**config.mk**
```make
export PLATFORM = sky130hd
export DESIGN_NAME = spi_xfer_sched
export DESIGN_NICKNAME = d
export VERILOG_FILES = /design/src/rtl/spi_sched_pkg.sv /design/src/rtl/spi_rr_arbiter.sv /design/src/rtl/spi_xfer_sched.sv
export SDC_FILE = /design/constraint.sdc
export NUM_CORES = 1
export LEC_CHECK = 0
export ABC_CLOCK_PERIOD_IN_PS = 3270
export BUFFER_PORTS_ARGS = -buffer_cell sky130_fd_sc_hd__buf_2
export CORE_ASPECT_RATIO = 0.7
export CORE_MARGIN = 1.5
export CORE_UTILIZATION = 48
export DETAILED_ROUTE_END_ITERATION = 12
export PLACE_DENSITY = 0.93
export SLEW_MARGIN = 20
export SYNTH_ARGS = -nofsm -noshare
export SYNTH_HDL_FRONTEND = slang
export SYNTH_SLANG_ARGS = --single-unit
```
**constraint.sdc**
```tcl
create_clock -name mclk -period 3.27 [get_ports mclk]
set_input_delay 0.654 -clock mclk [delete_from_list [all_inputs] [get_ports mclk]]
set_output_delay 0.654 -clock mclk [all_outputs]
set_load 0.02 [all_outputs]
```
**src/rtl/spi_sched_pkg.sv**
```systemverilog
// Shared constants for the SPI transfer scheduler: byte width, defaults,
// FSM state encodings and a small index helper.
package spi_sched_pkg;

    localparam int SPI_BYTE_W  = 8;
    localparam int DEF_N_REQ   = 4;
    localparam int DEF_GAP_CYC = 1;

    localparam logic [2:0] S_IDLE  = 3'd0;
    localparam logic [2:0] S_LOAD  = 3'd1;
    localparam logic [2:0] S_SHIFT = 3'd2;
    localparam logic [2:0] S_LATCH = 3'd3;
    localparam logic [2:0] S_CAPT  = 3'd4;
    localparam logic [2:0] S_GAP   = 3'd5;

    function automatic int wrap_inc(input int i, input int n);
        return (i + 1 >= n) ? 0 : i + 1;
    endfunction

endpackage

```
**src/rtl/spi_rr_arbiter.sv**
```systemverilog
// Combinational round-robin pick: first requester at or after ptr.
module spi_rr_arbiter #(
    parameter int N_REQ = 4,
    parameter int IDX_W = $clog2(N_REQ)
) (
    input  logic [N_REQ-1:0] req,
    input  logic [IDX_W-1:0] ptr,
    output logic [IDX_W-1:0] gnt_idx,
    output logic             gnt_vld
);

    always_comb begin
        gnt_idx = '0;
        gnt_vld = 1'b0;
        for (int k = 0; k < N_REQ; k++) begin
            if (!gnt_vld && req[(int'(ptr) + k) % N_REQ]) begin
                gnt_vld = 1'b1;
                gnt_idx = IDX_W'((int'(ptr) + k) % N_REQ);
            end
        end
    end

endmodule

```
**src/rtl/spi_xfer_sched.sv**
```systemverilog
// Round-robin byte-transfer scheduler in front of an SPI master shift engine.
// Optional chip-select locking is enabled with `define SPI_SCHED_LOCK_EN.
module spi_xfer_sched
    import spi_sched_pkg::*;
#(
    parameter int N_REQ     = DEF_N_REQ,
    parameter int SHIFT_LEN = SPI_BYTE_W,
    parameter int GAP_CYC   = DEF_GAP_CYC
) (
    input  logic                        mclk,
    input  logic                        reset,
    input  logic [N_REQ-1:0]            req,
`ifdef SPI_SCHED_LOCK_EN
    input  logic [N_REQ-1:0]            lock,
`endif
    input  logic [SPI_BYTE_W*N_REQ-1:0] tx_data,
    output logic [N_REQ-1:0]            done,
    output logic [SPI_BYTE_W-1:0]       rx_data,
    output logic                        busy,
    output logic [N_REQ-1:0]            cs_n,
    output logic                        spi_load,
    output logic                        spi_start,
    output logic                        spi_read,
    output logic [SPI_BYTE_W-1:0]       spi_data_in,
    input  logic [SPI_BYTE_W-1:0]       spi_data_out
);

    localparam int IDX_W   = (N_REQ > 1) ? $clog2(N_REQ) : 1;
    localparam int CNT_MAX = (SHIFT_LEN > GAP_CYC) ? SHIFT_LEN : GAP_CYC;
    localparam int CNT_W   = (CNT_MAX > 1) ? $clog2(CNT_MAX) : 1;

    logic [2:0]            state;
    logic [IDX_W-1:0]      gnt;
    logic [IDX_W-1:0]      rr_ptr;
    logic [IDX_W-1:0]      arb_idx;
    logic                  arb_vld;
    logic [CNT_W-1:0]      cnt;
    logic                  locked;
    logic                  in_xfer;
    logic [SPI_BYTE_W-1:0] tx_sel;

    spi_rr_arbiter #(.N_REQ(N_REQ), .IDX_W(IDX_W)) u_arb (
        .req     (req),
        .ptr     (rr_ptr),
        .gnt_idx (arb_idx),
        .gnt_vld (arb_vld)
    );

    assign tx_sel  = tx_data[SPI_BYTE_W*gnt +: SPI_BYTE_W];
    assign in_xfer = (state == S_LOAD) || (state == S_SHIFT) ||
                     (state == S_LATCH) || (state == S_CAPT);

    // Engine controls and selects decode straight from registered state.
    always_comb begin
        spi_start   = in_xfer;
        spi_load    = (state == S_LOAD);
        spi_read    = (state == S_LATCH) || (state == S_CAPT);
        spi_data_in = (state == S_LOAD) ? tx_sel : '0;
        busy        = (state != S_IDLE) || locked;
        cs_n        = '1;
        if (in_xfer || locked)
            cs_n[gnt] = 1'b0;
    end

`ifndef SPI_SCHED_LOCK_EN
    assign locked = 1'b0;
`endif

    always_ff @(posedge mclk or negedge reset) begin
        if (!reset) begin
            state   <= S_IDLE;
            gnt     <= '0;
            rr_ptr  <= '0;
            cnt     <= '0;
            done    <= '0;
            rx_data <= '0;
`ifdef SPI_SCHED_LOCK_EN
            locked  <= 1'b0;
`endif
        end else begin
            done <= '0;
            case (state)
                S_IDLE: begin
`ifdef SPI_SCHED_LOCK_EN
                    // Held select: continue with the same requester or release.
                    if (locked) begin
                        locked <= 1'b0;
                        if (req[gnt]) begin
                            state <= S_LOAD;
                        end else begin
                            rr_ptr <= IDX_W'(wrap_inc(int'(gnt), N_REQ));
                            state  <= (GAP_CYC == 0) ? S_IDLE : S_GAP;
                        end
                    end else
`endif
                    if (arb_vld) begin
                        gnt   <= arb_idx;
                        state <= S_LOAD;
                    end
                end
                S_LOAD: begin
                    cnt   <= '0;
                    state <= S_SHIFT;
                end
                S_SHIFT: begin
                    cnt <= cnt + 1'b1;
                    if (cnt == CNT_W'(SHIFT_LEN - 1))
                        state <= S_LATCH;
                end
                S_LATCH: state <= S_CAPT;
                S_CAPT: begin
                    rx_data   <= spi_data_out;
                    done[gnt] <= 1'b1;
                    cnt       <= '0;
`ifdef SPI_SCHED_LOCK_EN
                    if (lock[gnt]) begin
                        locked <= 1'b1;
                        state  <= S_IDLE;
                    end else
`endif
                    begin
                        rr_ptr <= IDX_W'(wrap_inc(int'(gnt), N_REQ));
                        state  <= (GAP_CYC == 0) ? S_IDLE : S_GAP;
                    end
                end
                S_GAP: begin
                    cnt <= cnt + 1'b1;
                    if (cnt == CNT_W'(GAP_CYC - 1))
                        state <= S_IDLE;
                end
                default: state <= S_IDLE;
            endcase
        end
    end

endmodule

```
==> out/qor.log, run 1 <==
INFO  global_routing groute.usage.overall=22.01%
INFO  worst_hold_path worstHoldPathType=in -> async
INFO  setup_path     critical-path-top-delay-family=simple AND/OR/NAND/NOR gates
INFO  setup_path     worstPathCellList=inv_1 -> or3_1 -> and2b_1 -> buf_2
INFO  route          first_pass_iters=4
INFO  cts            post_cts_resized=0
INFO  cts            cts.htree.levels=1
INFO  synthesis      yosys.area.top_type=sky130_fd_sc_hd__dfrtp_1
INFO  sta            timing.final.max_slew_violations=0
INFO  setup_path     crit-reg2reg-capture=gnt[1]$_DFFE_PN0P_
INFO  cts            clock_tree_from_tritoncts=built
INFO  sta            fin_tns_setup=0ns
INFO  final_layout   layout.filler_cells=230
INFO  setup_path     worstReg2RegStart=state[1]$_DFFE_PN0P_
INFO  setup_path     worst_setup_end_kind=output port
INFO  power          p_per_area=963.4nW/um2
INFO  final_layout   antennaDiodeCount=0
INFO  sta            finalCriticalPeriod=2.545ns
INFO  final_layout   area_delta_synth_final=30.38%
INFO  cts            clockBufferDepth=2
INFO  die            placeableCoreArea=2803um2
INFO  synthesis      synth_edf_count=0
INFO  setup_path     worstPathMaxFanout=9
INFO  global_routing global_route_wire_length_before_repair=5547um
INFO  synthesis      synthesis.area_per_instance=11.13um2
INFO  synthesis      synth_cell_type_count=34
INFO  route          drtIter0Drc=82
INFO  synthesis      mappedNetlistNets=181
INFO  cts            post-cts-setup-buffers=0
INFO  sta            final.hold.worst_slack=0.3355ns
INFO  global_routing antenna_violations_before_repair=0
INFO  sta            final_period_utilization=77.83%
INFO  synthesis      synth_top_cells_by_count=sky130_fd_sc_hd__dfrtp_1 (22), sky130_fd_sc_hd__inv_1 (9), sky130_fd_sc_hd__nand2_1 (9)
INFO  synthesis      synth-warning-count=0
INFO  route          final_wirelength=3461um
INFO  run            max_cap_violations=0
INFO  setup_path     timing.critical_path.slowest_stage_cell=sky130_fd_sc_hd__or3_1
INFO  setup_path     count_of_cells_along_the_worst_register_to_register_path=4
INFO  global_routing maximum_number_of_pins_on_one_net_before_global_route_repair=23
INFO  synthesis      synth_seq_cells=22
INFO  setup_path     worst-endpoint-arrival=1.89ns
INFO  place          portBuffers=73
INFO  global_routing first_global_vias=1,251
INFO  sta            worst_rel_slew_slack=59.95%
INFO  place          finalWeightedCongestion=0.8751
INFO  setup_path     crit_buf_inv=2
INFO  final_layout   multi_input_comb_area=792.0um2
INFO  die            die-area=3310um2
INFO  sta            grt_setup_unrepaired=no
INFO  synthesis      synth-seq-area-share=38.63%
INFO  sta            fmaxAchievable=392.9MHz
INFO  setup_path     worst-r2r-setup-slack=1.61ns
INFO  sta            worst_pin_slew=0.6007ns
INFO  setup_path     startpoint_type_of_the_worst_setup_path=flip-flop
INFO  die            fp.dieH=48.59um
INFO  route          detailed_route_via_count=1,272
INFO  route          detailed_route_drc_error_count=0
INFO  cts            clkSlewWorstSetupHoldPaths=0.09ns
INFO  power          total_leakage_power=0.0009861uW
INFO  sta            finalWorstSetupSlack=0.7251ns
INFO  synthesis      dominantRegCellSynth=sky130_fd_sc_hd__dfrtp_1
INFO  synthesis      postSynthCellCount=128
INFO  die            floorplan.die.width=68.13um
INFO  power          irDropWorstVdd=0.5540mV
INFO  setup_path     crit_path_max_incr_delay=0.54ns
INFO  cts            hold_buffers=0
INFO  die            ios=74
INFO  synthesis      leading_cell_type_by_number_of_instances_after_synthesis=sky130_fd_sc_hd__dfrtp_1
INFO  die            initial_utilization=50.85%
INFO  route          vias_per_cell=5.459
INFO  cts            clk-insertion-delay-late=0.27ns
INFO  sta            finalSetupViolCount=0
INFO  place          place_ws=0.9881ns
INFO  sta            finalClockSkew=0.01009ns
INFO  cts            cts_root_buf=sky130_fd_sc_hd__clkbuf_8
INFO  sta            timing.final.hold_violations=0
INFO  setup_path     required_time_of_the_critical_path=2.62ns
INFO  cts            cts-buffers-inserted=3
INFO  final_layout   drive_gt1_share=48.73%
INFO  outcome        status=finished, final reports clean
INFO  synthesis      synth.top_cell.area_share=38.63%
INFO  synthesis      synthTopCellsByArea=sky130_fd_sc_hd__dfrtp_1 (39%), sky130_fd_sc_hd__mux4_2 (13%), sky130_fd_sc_hd__mux2_4 (7.4%)
INFO  place          place.detailed.hpwl=2713um
INFO  final_layout   register_area=550.5um2
INFO  route          wire_per_inst=14.85um
INFO  synthesis      synth.cell_area=1425um2
INFO  synthesis      postSynth.asyncResetShare=100.0%
INFO  die            num_rows=16
INFO  cts            cts.sink_count=22
INFO  global_routing globalRoute.totalOverflow=0
INFO  final_layout   num-nets-final=251
INFO  route          postRouteAntennaNets=0
INFO  setup_path     worstSetupPathType=reg -> out
## registers in the layout (all words and copies together) (netlist names)
signal,count
state,3
cnt,3
rr_ptr,2
gnt,2
done,4
rx_data,8
## per-stage QoR
| step | instance area, um2 | total power [uW] | instances | utilization, % |
|---|---|---|---|---|
| floorplan | 1425 | 1262 | 128 | - |
| global placement | 1787 | 1487 | 229 | 63.75 |
| detailed placement | 1787 | 1524 | 229 | 63.75 |
| CTS | 1858 | 1787 | 233 | 66.29 |
| global route | 1858 | 1911 | 233 | 66.29 |
| finish | 1858 | 1790 | 233 | 66.29 |
## where the power goes
| group | switching, uW | internal (uW) | total [uW] |
|---|---|---|---|
| logic | 517 | 453 | 970 |
| registers | 179 | 387 | 565 |
| clock network | 91.5 | 164 | 255 |
## layer usage
metal  vias to the layer above  share of wire [%]  global-route usage (%)
li1                        598                  -                       -
met1                       621                 43                   30.43
met2                        49                 50                   35.60
met3                         4                5.1                   3.721
met4                         0                1.1                   6.000
met5                         -                  0                       0
## cell families after synthesis
group,synth area share (%)
adders and majority gates,6.145
AOI/OAI and AO/OA,9.131
DFF,38.63
and+or+nand+nor,15.98
xor gates and xnor gates,1.229
buffers and inverters,5.794
muxes,23.09
## worst register-to-register path: cells and delay by family (launching register included)
kind                   cells  cell delay, ns
flip-flops                 1            0.56
AO/OA/AOI/OAI              2            0.34
AND/OR/NAND/NOR            1            0.45
buffers and inverters      1            0.20
## how the worst max path moves through the flow
stage | start | end | slack [ns] | cells past startpoint
finish | state[0]$_DFFE_PN0P_ | spi_data_in[3] | 0.73 | 4
floorplan | state[1]$_DFFE_PN0P_ | cs_n[0] | 1.15 | 4
detailed placement | gnt[0]$_DFFE_PN0P_ | spi_data_in[0] | 0.99 | 3
global placement | gnt[0]$_DFFE_PN0P_ | spi_data_in[3] | 1.04 | 3
global route | gnt[0]$_DFFE_PN0P_ | spi_data_in[2] | 0.59 | 3
CTS | gnt[0]$_DFFE_PN0P_ | spi_data_in[0] | 0.71 | 3
## cells in the final DEF (no fill, tap or decap), types with 2 or more instances in the layout
master                      n
sky130_fd_sc_hd__ha_1       7
sky130_fd_sc_hd__mux4_2     8
sky130_fd_sc_hd__o21ai_0    7
sky130_fd_sc_hd__a22oi_1    3
sky130_fd_sc_hd__xnor2_1    2
sky130_fd_sc_hd__nor2_1     5
sky130_fd_sc_hd__dfrtp_1   22
sky130_fd_sc_hd__and2b_1    3
sky130_fd_sc_hd__nand2b_1   3
sky130_fd_sc_hd__clkbuf_8   3
sky130_fd_sc_hd__a21oi_1    2
sky130_fd_sc_hd__mux2_2     3
sky130_fd_sc_hd__buf_2     73
sky130_fd_sc_hd__mux2_4     7
sky130_fd_sc_hd__nand2_1    9
sky130_fd_sc_hd__o31ai_1    3
sky130_fd_sc_hd__inv_1      9
sky130_fd_sc_hd__nor2b_1    7
sky130_fd_sc_hd__and3_1     4
sky130_fd_sc_hd__nand3_1    3
## cell type report
type                    count  share of cell area, %
flip-flops and latches     22                  29.63
clock inverters             1                  1.616
inverters                   9                  1.818
repair buffers             73                  19.66
clock buffers               3                  2.222
well taps                  36                  2.424
multi-input cells          89                  42.63
Note: power is estimated with default switching activity, not from simulation.
==> run 2: changes to the inputs <==
ABC_AREA = 1   (was unset)
ABC_CLOCK_PERIOD_IN_PS = 2600   (was 3270)
CORE_UTILIZATION = 46   (was 48)
PLACE_DENSITY = 0.89   (was 0.93)
clock period = 2.6 ns   (was 3.27 ns; I/O delays follow)
==> out/qor.log, run 2 <==
INFO  cts            clockBufferDepth=2
INFO  power          power.share.clock=9.8%
INFO  power          irDropWorstVdd=0.6873mV
INFO  synthesis      synth_cell_type_count=23
INFO  sta            final_period_utilization=90.77%
INFO  sta            timing.final.max_slew_violations=0
INFO  final_layout   layout.core_utilization=62.27%
INFO  final_layout   num-nets-final=358
INFO  synthesis      synth-seq-area-share=35.51%
INFO  setup_path     critical-path-top-delay-family=buffers and inverters
INFO  sta            fmaxAchievable=423.7MHz
INFO  route          final_wirelength=3841um
INFO  cts            cts.htree.levels=1
INFO  outcome        status=finished, final reports clean
INFO  die            placeableCoreArea=3191um2
INFO  power          total_leakage_power=0.001148uW
INFO  sta            worst_pin_slew=0.4842ns
INFO  final_layout   layout_commonest_cell=sky130_fd_sc_hd__buf_2
INFO  synthesis      dominantRegCellSynth=sky130_fd_sc_hd__dfrtp_1
INFO  place          place.detailed.hpwl=3007um
INFO  synthesis      synthesis.area_per_instance=6.653um2
INFO  sta            timing.final.hold_violations=0
INFO  setup_path     worst_setup_end_kind=output port
INFO  sta            finalWorstSetupSlack=0.2401ns
INFO  global_routing first_global_vias=1,512
INFO  route          postRouteAntennaNets=0
INFO  die            die-area=3733um2
INFO  power          p_per_area=1232nW/um2
INFO  sta            finalSetupViolCount=0
INFO  setup_path     count_of_cells_along_the_worst_register_to_register_path=11
INFO  global_routing groute.usage.overall=22.76%
INFO  final_layout   reg.largest.list=rx_data x8, done x4
INFO  power          p_seq_share=24.8%
INFO  worst_hold_path worstHoldPathType=in -> async
INFO  synthesis      synth_edf_count=0
INFO  power          p_int=1147uW
INFO  die            ios=74
INFO  synthesis      synth.cell_area=1550um2
INFO  final_layout   regMostFlops=rx_data
INFO  setup_path     worstPathMaxFanout=14
INFO  final_layout   layout.cells.non_filler=342
INFO  setup_path     timing.critical_path.slowest_stage_cell=sky130_fd_sc_hd__dfrtp_1
INFO  synthesis      postSynthCellCount=233
INFO  die            floorplan.die.width=72.39um
INFO  die            num_rows=17
INFO  route          detailed_route_via_count=1,680
INFO  synthesis      synth_top_cells_by_count=sky130_fd_sc_hd__nand2_1 (63), sky130_fd_sc_hd__nor2_1 (45), sky130_fd_sc_hd__dfrtp_1 (22), sky130_fd_sc_hd__inv_1 (22), sky130_fd_sc_hd__o21ai_0 (22)
INFO  setup_path     timing.critical_path.mode_cell=sky130_fd_sc_hd__inv_1
INFO  cts            cts.sink_count=22
INFO  global_routing globalRoute.totalOverflow=0
INFO  final_layout   mostFrequentLayoutCells=sky130_fd_sc_hd__buf_2 (73), sky130_fd_sc_hd__nand2_1 (63), sky130_fd_sc_hd__nor2_1 (45)
INFO  place          finalWeightedCongestion=0.8565
INFO  sta            finalClockSkew=0.005444ns
INFO  sta            worst_rel_slew_slack=67.69%
INFO  setup_path     crit_path_max_incr_delay=0.42ns
INFO  place          dpl.cell_count=338
INFO  route          vias_per_cell=4.912
INFO  place          portBuffers=73
INFO  die            fp.dieH=51.57um
INFO  power          logic_pwr_share=65.4%
INFO  final_layout   area_delta_synth_final=28.17%
INFO  setup_path     worstSetupPathType=reg -> out
INFO  cts            hold_buffers=0
INFO  synthesis      leading_cell_type_by_number_of_instances_after_synthesis=sky130_fd_sc_hd__nand2_1
INFO  synthesis      synth-warning-count=0
INFO  final_layout   drive_gt1_share=31.58%
INFO  setup_path     required_time_of_the_critical_path=2.08ns
INFO  sta            fin_tns_setup=0ns
INFO  cts            post_cts_resized=0
INFO  final_layout   max_reg_flops=8
INFO  cts            clk-insertion-delay-late=0.26ns
INFO  route          wire_per_inst=11.23um
INFO  setup_path     worstPathCellList=inv_1 -> nor2_1 -> inv_1 -> nand2_1 -> inv_1 -> nand3_2 -> nand2_1 -> buf_2
INFO  run            max_cap_violations=0
INFO  cts            cts-buffers-inserted=3
INFO  synthesis      synthTopCellsByArea=sky130_fd_sc_hd__dfrtp_1 (36%), sky130_fd_sc_hd__nand2_1 (15%), sky130_fd_sc_hd__nor2_1 (11%)
INFO  global_routing global_route_wire_length_before_repair=6541um
INFO  power          power.share.switching=53.15%
INFO  cts            clkSlewWorstSetupHoldPaths=0.08ns
INFO  route          drtIter0Drc=75
INFO  place          place_ws=0.5522ns
INFO  cts            clock_tree_from_tritoncts=built
INFO  route          detailed_route_drc_error_count=0
INFO  setup_path     worst-endpoint-arrival=1.84ns
INFO  synthesis      mappedNetlistNets=286
INFO  final_layout   antennaDiodeCount=0
INFO  setup_path     timing.critical_path.depth=8
INFO  synthesis      postSynth.asyncResetShare=100.0%
INFO  global_routing maximum_number_of_pins_on_one_net_before_global_route_repair=23
INFO  route          first_pass_iters=4
INFO  cts            post-cts-setup-buffers=0
INFO  synthesis      synth_seq_cells=22
INFO  final_layout   layout.filler_cells=292
INFO  power          switching_power=1301uW
INFO  global_routing antenna_violations_before_repair=0
INFO  sta            grt_setup_unrepaired=no
INFO  synthesis      synth.top_cell.area_share=35.51%
INFO  synthesis      yosys.area.top_type=sky130_fd_sc_hd__dfrtp_1
INFO  sta            finalCriticalPeriod=2.360ns
INFO  setup_path     crit_buf_inv=4
INFO  die            initial_utilization=48.59%
INFO  setup_path     startpoint_type_of_the_worst_setup_path=flip-flop
INFO  cts            cts_root_buf=sky130_fd_sc_hd__clkbuf_8
-- run 2: changes by cell type after synthesis, sizes merged, moves of 7 or more --
cell | previous run | this run
nand2 | 9 | 74
nor2 | 5 | 46
o21ai | 7 | 25
inv | 9 | 24
mux2 | 10 | 0
a21oi | 2 | 10
mux4 | 8 | 0
nand3 | 3 | 11
nor2b | 7 | 0
-- run 2: final timing paths --
kind | start | to | slack [ns]
max | state[2]$_DFFE_PN0P_ | cs_n[3] | 0.24
min | reset | rx_data[5]$_DFFE_PN0P_ | 0.20
max reg2reg | rr_ptr[0]$_DFFE_PN0P_ | gnt[0]$_DFFE_PN0P_ | 0.98
min reg2reg | rx_data[6]$_DFFE_PN0P_ | rx_data[6]$_DFFE_PN0P_ | 0.47
max in group asynchronous | reset | done[0]$_DFF_PN0_ | 2.07
min in group mclk | spi_data_out[0] | rx_data[0]$_DFFE_PN0P_ | 0.45
-- run 2: cell families after synthesis --
kind of cell | count (synthesis) | synth area share (%)
fa+ha+maj | 7 | 5.649
compound gates | 37 | 12.43
simple gates | 134 | 37.37
buf+inv | 33 | 9.039
flops | 22 | 35.51
-- run 2: metrics by stage --
step | hold WS [ns] | power [uW] | cell area (um2)
after floorplan | 0.2244 | 1797 | 1550
after global placement | 0.4561 | 2170 | 1932
after detailed placement | 0.4581 | 2210 | 1932
after CTS | 0.2130 | 2464 | 1987
after global routing | 0.2429 | 2710 | 1987
final | 0.2021 | 2448 | 1987
-- run 2: power by group through the flow --
stage / clock (uW) / combinational, uW / sequential [uW]
final: 239 / 1600 / 607
after global routing: 263 / 1810 / 633
after CTS: 244 / 1610 / 609
after detailed placement: 0 / 1600 / 612
after global placement: 0 / 1560 / 607
after floorplan: 0 / 1140 / 654
-- run 2: area by class of cell --
cell class	count	area, um2	share of cell area, %
Multi-Input combinational cell	178	859.6	43.26
Sequential cell	22	550.5	27.71
Timing Repair Buffer	75	380.4	19.14
Inverter	25	93.84	4.723
Clock buffer	4	55.05	2.771
Tap cell	38	47.55	2.393
-- run 2: routing by layer --
layer	vias to the layer above	share of wire (%)	wire length [um]	track usage (%)
met4	0	2.2	85	7.547
met3	8	5.1	195	4.651
met5	-	0	0	0
met2	51	46	1769	36.42
met1	751	47	1790	31.11
li1	870	-	-	-
==> run 3: changes to the inputs <==
CORE_UTILIZATION = 40   (was 46)
PLACE_DENSITY = 0.8   (was 0.89)
==> out/qor.log, run 3 (synthesis gave the netlist of run 2 again) <==
INFO  outcome        status=finished, final reports clean
INFO  die            floorplan.die.width=77.41um
INFO  place          portBuffers=73
INFO  cts            clkSlewWorstSetupHoldPaths=0.08ns
INFO  die            initial_utilization=42.75%
INFO  global_routing antenna_violations_before_repair=0
INFO  route          vias_per_cell=4.670
INFO  die            placeableCoreArea=3626um2
INFO  die            die-area=4264um2
INFO  cts            cts-buffers-inserted=3
INFO  setup_path     timing.critical_path.mode_cell=sky130_fd_sc_hd__inv_1
INFO  final_layout   layout.filler_cells=358
INFO  setup_path     worstSetupPathType=reg -> out
INFO  global_routing first_global_vias=1,417
INFO  cts            cts.sink_count=22
INFO  global_routing global_route_wire_length_before_repair=6230um
INFO  sta            finalCriticalPeriod=2.292ns
INFO  run            max_cap_violations=0
INFO  power          irDropWorstVdd=0.8160mV
INFO  sta            timing.final.max_slew_violations=0
INFO  sta            final_period_utilization=88.16%
INFO  sta            fmaxAchievable=436.3MHz
INFO  final_layout   regMostFlops=rx_data
INFO  final_layout   num-nets-final=359
INFO  sta            final.hold.worst_slack=0.2029ns
INFO  power          logic_pwr_share=66.2%
INFO  route          detailed_route_drc_error_count=0
INFO  worst_hold_path worstHoldPathType=in -> async
INFO  final_layout   antennaDiodeCount=0
INFO  final_layout   register_area=550.5um2
INFO  setup_path     timing.critical_path.slowest_stage_cell=sky130_fd_sc_hd__dfrtp_1
INFO  die            num_rows=18
INFO  place          dpl.cell_count=351
INFO  route          postRouteAntennaNets=0
INFO  setup_path     worst_setup_end_kind=output port
INFO  cts            clockBufferDepth=2
INFO  route          first_pass_iters=4
INFO  final_layout   area_delta_synth_final=29.62%
INFO  cts            clk-insertion-delay-late=0.26ns
INFO  power          p_int=1154uW
INFO  final_layout   layout.cells.non_filler=355
INFO  sta            worst_rel_slew_slack=66.79%
INFO  power          p_per_area=1227nW/um2
INFO  setup_path     crit_path_max_incr_delay=0.43ns
INFO  cts            clock_tree_from_tritoncts=built
INFO  cts            cts_root_buf=sky130_fd_sc_hd__clkbuf_8
INFO  cts            hold_buffers=0
INFO  final_layout   mostFrequentLayoutCells=sky130_fd_sc_hd__buf_2 (73), sky130_fd_sc_hd__nand2_1 (63), sky130_fd_sc_hd__nor2_1 (45)
INFO  sta            finalClockSkew=0.002824ns
INFO  sta            grt_setup_unrepaired=no
INFO  die            ios=74
INFO  route          wire_per_inst=10.95um
INFO  setup_path     required_time_of_the_critical_path=2.08ns
INFO  sta            finalSetupViolCount=0
INFO  route          final_wirelength=3886um
INFO  global_routing groute.usage.overall=18.79%
INFO  sta            timing.final.hold_violations=0
INFO  final_layout   drive_gt1_share=31.80%
INFO  global_routing maximum_number_of_pins_on_one_net_before_global_route_repair=23
INFO  power          total_leakage_power=0.001153uW
INFO  final_layout   max_reg_flops=8
INFO  setup_path     worstPathCellList=inv_1 -> nor2_1 -> inv_1 -> nand2_1 -> inv_1 -> nand3_2 -> nand2_1 -> buf_2
INFO  power          power.share.clock=9.9%
INFO  power          p_seq_share=23.9%
INFO  setup_path     startpoint_type_of_the_worst_setup_path=flip-flop
INFO  setup_path     worst-endpoint-arrival=1.77ns
INFO  setup_path     worstPathMaxFanout=14
INFO  place          place.detailed.hpwl=3006um
INFO  global_routing globalRoute.totalOverflow=0
INFO  power          switching_power=1311uW
INFO  final_layout   layout_commonest_cell=sky130_fd_sc_hd__buf_2
INFO  final_layout   layout.core_utilization=55.42%
INFO  route          detailed_route_via_count=1,658
INFO  route          drtIter0Drc=35
INFO  sta            fin_tns_setup=0ns
INFO  place          finalWeightedCongestion=0.8296
INFO  final_layout   reg.largest.list=rx_data x8, done x4
INFO  die            fp.dieH=55.09um
INFO  cts            post_cts_resized=0
INFO  cts            post-cts-setup-buffers=0
INFO  final_layout   multi_input_comb_area=859.6um2
INFO  power          power.share.switching=53.17%
INFO  sta            worst_pin_slew=0.4977ns
INFO  cts            cts.htree.levels=1
==> run 3: cell type report <==
| type | instances | share of cell area (%) |
|---|---|---|
| multi-input combinational | 178 | 42.78 |
| sequential | 22 | 27.40 |
| timing repair buffer | 76 | 19.30 |
| inverter | 25 | 4.670 |
| tap | 50 | 3.113 |
| clock buffer | 4 | 2.740 |
==> run 3: through the flow <==
stage          area (um2)  setup WS, ns  total power (uW)
2_1_floorplan        1550        0.6280              1797
3_3_place_gp         1954        0.6699              2190
3_5_place_dp         1954        0.6004              2226
4_1_cts              2009        0.3022              2482
5_1_grt              2009       0.09005              2735
6_report             2009        0.3079              2465
==> run 3: power by group through the flow <==
| stage | sequential [uW] | clock, uW | combinational (uW) |
|---|---|---|---|
| 3_5_place_dp | 593 | 0 | 1630 |
| 6_report | 590 | 244 | 1630 |
| 5_1_grt | 611 | 265 | 1860 |
| 3_3_place_gp | 590 | 0 | 1600 |
| 4_1_cts | 589 | 249 | 1640 |
| 2_1_floorplan | 654 | 0 | 1140 |
==> run 3: worst max-delay path, delay by kind of cell (launching register included) <==
family	cells	cell delay (ns)
flops	1	0.43
buf+inv	4	0.67
simple gates	4	0.41
==> run 3: path summary, 6_finish.rpt <==
path | from | to | slack, ns | depth (start not counted)
setup / recovery | state[2]$_DFFE_PN0P_ | cs_n[2] | 0.31 | 8
hold / removal | reset | cnt[0]$_DFFE_PN0P_ | 0.20 | 1
setup reg to reg | rr_ptr[0]$_DFFE_PN0P_ | gnt[1]$_DFFE_PN0P_ | 0.96 | 11
hold reg to reg | rx_data[6]$_DFFE_PN0P_ | rx_data[6]$_DFFE_PN0P_ | 0.47 | 2
max in group asynchronous | reset | state[0]$_DFFE_PN0P_ | 2.07 | 1
min in group mclk | spi_data_out[7] | rx_data[7]$_DFFE_PN0P_ | 0.46 | 3
==> run 3: per-layer routing <==
metal | GRT usage [%] | vias to the layer above | part of all wire (%)
li1 | - | 870 | -
met1 | 24.45 | 740 | 45
met2 | 32.31 | 46 | 47
met3 | 5.574 | 2 | 7.2
met4 | 2.727 | 0 | 0.23
met5 | 0 | - | 0
